## config.mk

```make
export PLATFORM = sky130hd
export DESIGN_NAME = average_csr_master
export DESIGN_NICKNAME = d
export VERILOG_FILES = /design/src/rtl/average_csr_pkg.sv /design/src/rtl/average_csr_master.sv
export SDC_FILE = /design/constraint.sdc
export NUM_CORES = 1
export LEC_CHECK = 0
export ABC_CLOCK_PERIOD_IN_PS = 1800
export CORE_ASPECT_RATIO = 0.6
export CORE_MARGIN = 2
export CORE_UTILIZATION = 25
export CTS_CLUSTER_DIAMETER = 60
export DETAILED_ROUTE_END_ITERATION = 6
export PLACE_DENSITY = 0.64
export SYNTH_ARGS = -nofsm -noshare
export SYNTH_HDL_FRONTEND = slang
export SYNTH_SLANG_ARGS = --single-unit
```

## constraint.sdc

```tcl
create_clock -name clk -period 1.8 [get_ports clk]
set_clock_uncertainty 0.15 [all_clocks]
set_input_delay 0.27 -clock clk [delete_from_list [all_inputs] [get_ports clk]]
set_output_delay 0.27 -clock clk [all_outputs]
set_load 0.05 [all_outputs]
```

## src/rtl/average_csr_pkg.sv

```systemverilog
`default_nettype none
// ============================================================================
// Module   : average_csr_pkg
// Purpose  : Shared types and constants for the average accelerator CSR port.
// Revision : 1.0
// ============================================================================
package average_csr_pkg;

    localparam int DEF_ADDR_BITS = 12;
    localparam int DEF_DATA_BITS = 32;

    typedef logic [1:0] state_t;

    localparam state_t ST_IDLE    = 2'd0;
    localparam state_t ST_ISSUE   = 2'd1;
    localparam state_t ST_CAPTURE = 2'd2;
    localparam state_t ST_RESP    = 2'd3;

    localparam logic [DEF_ADDR_BITS-1:0] ADDR_COUNT    = 12'h000;
    localparam logic [DEF_ADDR_BITS-1:0] ADDR_INDEX_HI = 12'h004;
    localparam logic [DEF_ADDR_BITS-1:0] ADDR_INDEX_LO = 12'h008;

endpackage : average_csr_pkg
`default_nettype wire

```

## src/rtl/average_csr_master.sv

```systemverilog
`default_nettype none
// ============================================================================
// Module   : average_csr_master
// Purpose  : Single-outstanding bus initiator for the average register block.
// Revision : 1.0
// ============================================================================
module average_csr_master
    import average_csr_pkg::*;
#(
    parameter int ADDR_BITS      = DEF_ADDR_BITS,
    parameter int DATA_BITS      = DEF_DATA_BITS,
    parameter int ERR_COUNT_BITS = 16
) (
    input  logic                      clk,
    input  logic                      srst,
    input  logic                      cmd_valid,
    output logic                      cmd_ready,
    input  logic                      cmd_write,
    input  logic [ADDR_BITS-1:0]      cmd_addr,
    input  logic [DATA_BITS-1:0]      cmd_wdata,
    output logic                      rsp_valid,
    input  logic                      rsp_ready,
    output logic                      rsp_write,
    output logic [DATA_BITS-1:0]      rsp_rdata,
    output logic                      rsp_error,
    output logic [ADDR_BITS-1:0]      addr,
    output logic                      ren,
    output logic                      wen,
    output logic [DATA_BITS-1:0]      wdata,
    input  logic [DATA_BITS-1:0]      rdata,
    input  logic                      waddr_error,
    input  logic                      raddr_error,
    output logic [ERR_COUNT_BITS-1:0] err_count
);

    state_t                    r_state;
    logic                      r_write;
    logic [ADDR_BITS-1:0]      r_addr;
    logic [DATA_BITS-1:0]      r_wdata;
    logic                      r_ren;
    logic                      r_wen;
    logic                      r_rsp_valid;
    logic                      r_rsp_write;
    logic [DATA_BITS-1:0]      r_rsp_rdata;
    logic                      r_rsp_error;
    logic [ERR_COUNT_BITS-1:0] r_err_count;

    logic                      w_err;

    // Error flag from the slave matching the direction of the command in flight.
    assign w_err = r_write ? waddr_error : raddr_error;

    always_ff @(posedge clk) begin
        if (srst) begin
            r_state     <= ST_IDLE;
            r_write     <= 1'b0;
            r_addr      <= '0;
            r_wdata     <= '0;
            r_ren       <= 1'b0;
            r_wen       <= 1'b0;
            r_rsp_valid <= 1'b0;
            r_rsp_write <= 1'b0;
            r_rsp_rdata <= '0;
            r_rsp_error <= 1'b0;
            r_err_count <= '0;
        end else begin
            case (r_state)
                ST_IDLE: begin
                    if (cmd_valid) begin
                        r_addr  <= cmd_addr;
                        r_wdata <= cmd_wdata;
                        r_wen   <= cmd_write;
                        r_ren   <= ~cmd_write;
                        r_write <= cmd_write;
                        r_state <= ST_ISSUE;
                    end
                end
                ST_ISSUE: begin
                    r_ren   <= 1'b0;
                    r_wen   <= 1'b0;
                    r_state <= ST_CAPTURE;
                end
                ST_CAPTURE: begin
                    r_rsp_write <= r_write;
                    r_rsp_error <= w_err;
                    r_rsp_rdata <= r_write ? '0 : rdata;
                    if (w_err && !(&r_err_count)) begin
                        r_err_count <= r_err_count + ERR_COUNT_BITS'(1);
                    end
                    r_rsp_valid <= 1'b1;
                    r_state     <= ST_RESP;
                end
                ST_RESP: begin
                    if (rsp_ready) begin
                        r_rsp_valid <= 1'b0;
                        r_state     <= ST_IDLE;
                    end
                end
                default: begin
                    r_state <= ST_IDLE;
                end
            endcase
        end
    end

    assign cmd_ready = (r_state == ST_IDLE);
    assign rsp_valid = r_rsp_valid;
    assign rsp_write = r_rsp_write;
    assign rsp_rdata = r_rsp_rdata;
    assign rsp_error = r_rsp_error;
    assign addr      = r_addr;
    assign ren       = r_ren;
    assign wen       = r_wen;
    assign wdata     = r_wdata;
    assign err_count = r_err_count;

endmodule : average_csr_master
`default_nettype wire
```

==> metrics.cfg <==
[status]
status = finished, violations left
failed_checks = setup timing

[grt]
grt_pass1_vias = 3800
grtUsageTotal_pct = 14.4
busiest_layer = met2
use_met2_pct = 23.2
grt_first_pass_wirelength_um = 18700
use_met1_pct = 18.2
antenna_found_initial = 0
grt_overflow = 0
grt_max_degree = 43
use_met3_pct = 5.30

[placed_design]
gp_congestion = 0.820
io_buffers = 180
dp_hpwl_um = 8660
place_inst = 819
placed_cell_area_mm2 = 0.00586
dpl_worst_slack_ns = -0.334

[floorplan]
ioPinCount = 181
start_util_pct = 25.8
rows = 34
fp.coreArea_mm2 = 0.0146
die_h_um = 99.3
die_w_um = 163
die_area_mm2 = 0.0162

[synth]
syn-num-nets = 528
yosysWarnings = 0
synthTopCellsByArea = dfxtp_1 53%, nand2_1 9.6%, a21oi_1 8.2%
synth.cell_area_mm2 = 0.00378
ys_types = 36
synth_top_area_cell = dfxtp_1
avgSynthCellArea_um2 = 8.59
synth_seq_cells = 100
synth_top_area_share_pct = 52.9
netlist_instances = 440
ys_seq_area_share_pct = 52.9

[final_layout]
n_antenna_cell = 0
fin_cells = 841
drive_above_1_share_pct = 31.1
syn2layout_area_growth_pct = 67.5
multi_input_area_mm2 = 0.00179
stdcell_area_mm2 = 0.00633
seq_area_mm2 = 0.00205
finalNetCount = 726
final_common_cell = buf_4
fillers = 1441
mostFrequentLayoutCells = 129 x buf_4, 96 x nand2_1, 84 x dfxtp_1

[clock_tree]
clkTransAtPathRegs_ns = 0.07
htree_levels = 3
cts_hold_buf = 0
cts_sinks = 100
cts_made_buffers = 9
root_buffer = clkbuf_16
clock_latency_ns = 0.33
clock_path_buffers = 2
cts_tree = yes

[setup_path]
startpoint = err_count[1]
worst_ep_arrival_time_ns = 1.94
r2r-start = err_count[1]
path_cells = ha_4, nand4_4, buf_4, nor4_4, buf_4, or4_1, a21oi_1
critical_path.max_fanout = 6
worst_setup_path_end_kind = flop
cp_slowest_cell = or4_1
critPathRequiredTime_ns = 1.91
slowest_delay_ns = 0.46
critPathLaunchType = flop
critPathMostFrequentCell = buf_4
critical_path_class = reg -> reg

[power_and_ir_drop]
ir_drop_uv = 503
power.total_mw = 8.65
p_leak_nw = 2.55
power_density_mw_per_mm2 = 1360

[timing]
min_period_ns = 1.82
hold_viol = 0
clock.fmax_mhz = 548
timing.final.crit_share_pct = 101
fin_ws_ns = -0.0232
rsz0062_at_grt = yes
finalMaxSlewViolations = 0
worst_slew_pin_slew_ns = 0.395
max_slew_margin_pct = 73.7
setup_violations = 6
tns_ns = -0.0789

[routing]
wl_um = 11900
drc_errors = 0
first_pass_iters = 4
via_per_inst = 4.64
avgRoutedWirePerCell_um = 14.1
drt_iter0_markers = 233
dr_total_vias = 3905
ant_nets = 0

[hold_path]
holdCritStartpoint = srst
holdCritPathClass = in -> reg

[job]
cap_viol_max_count = 0

-- cells by family after synthesis --
family	count (synthesis)	share of synthesized area, %
AOI/OAI and AO/OA	114	18.7
adders and majority gates	5	1.65
buffers and inverters	36	4.07
DFF	100	52.9
muxes	5	1.36
and+or+nand+nor	180	21.2
-- path summary, 6_finish.rpt --
kind	end	slack [ns]	depth (start not counted)
max reg2reg	err_count[3]	-0.02	7
max	err_count[3]	-0.02	7
min	rsp_rdata[5]	0.17	2
min reg2reg	wdata[7]	0.31	2
-- synth_stat cells --
master,n
or3_1,2
nor2b_1,1
nand4_1,4
clkbuf_1,28
clkbuf_8,1
o41ai_1,3
inv_1,5
o31ai_1,9
nor3b_1,1
a21oi_1,62
a311oi_1,1
and4_1,3
a2bb2oi_1,1
nand4_2,1
or4_1,9
nand3_1,5
and2_1,1
mux2_2,1
a41oi_1,1
or4b_2,3
dfxtp_1,100
nor3_1,7
o21ai_0,1
mux2i_1,4
o21a_1,1
o21ba_2,1
nor4_1,1
nand2_1,97
and4_2,1
nor2_1,43
ha_1,5
a22oi_1,33
a21boi_0,1
buf_6,1
buf_2,1
and2_2,1
-- cell type report --
cell class | instances | area share [%]
sequential | 100 | 32.4
timing repair buffer | 218 | 30.4
multi-input combinational | 304 | 28.3
tap | 198 | 3.91
clock buffer | 11 | 3.83
clock inverter | 5 | 0.948
inverter | 5 | 0.296
-- state kept, by name (all words and copies together), names as in the netlist --
signal / cells
rsp_rdata: 32
wdata: 32
rsp_write: 1
rsp_error: 1
r_state: 2
err_count: 16
addr: 12
rsp_valid: 1
wen: 1
r_write: 1
ren: 1
-- worst max-delay path, delay by kind of cell, from the launching register on --
kind | cells | cell delay (ns)
AOI/OAI and AO/OA | 1 | 0.14
adders and majority gates | 1 | 0.17
buffers and inverters | 2 | 0.31
DFF | 1 | 0.36
and+or+nand+nor | 3 | 0.61
-- repair_timing --
item / CTS / global route
pin swaps: 3 / 2
setup endpoints to repair: 14 / 14
endpoints found under the hold margin: 0 / 0
cloned: 1 / 0
resized for setup: 17 / 11
setup buffers: 3 / 2
-- power breakdown --
group	internal [mW]	switching, mW	total [mW]
registers	2.59	0.233	2.83
clock network	1.12	0.837	1.96
logic	1.38	2.48	3.86
-- per-stage QoR --
step                hold slack [ns]  util [%]
global placement              0.293      40.1
finish                        0.173      43.3
floorplan                     0.256         -
detailed placement            0.300      40.1
CTS                           0.158      42.8
global route                  0.181      43.3
-- routing by layer --
layer | up-vias | share of wire [%]
met4 | 0 | 0.97
met3 | 8 | 8.6
li1 | 1937 | -
met2 | 138 | 45
met1 | 1822 | 45
met5 | - | 0
No activity file was read; power rests on OpenSTA's default activity.
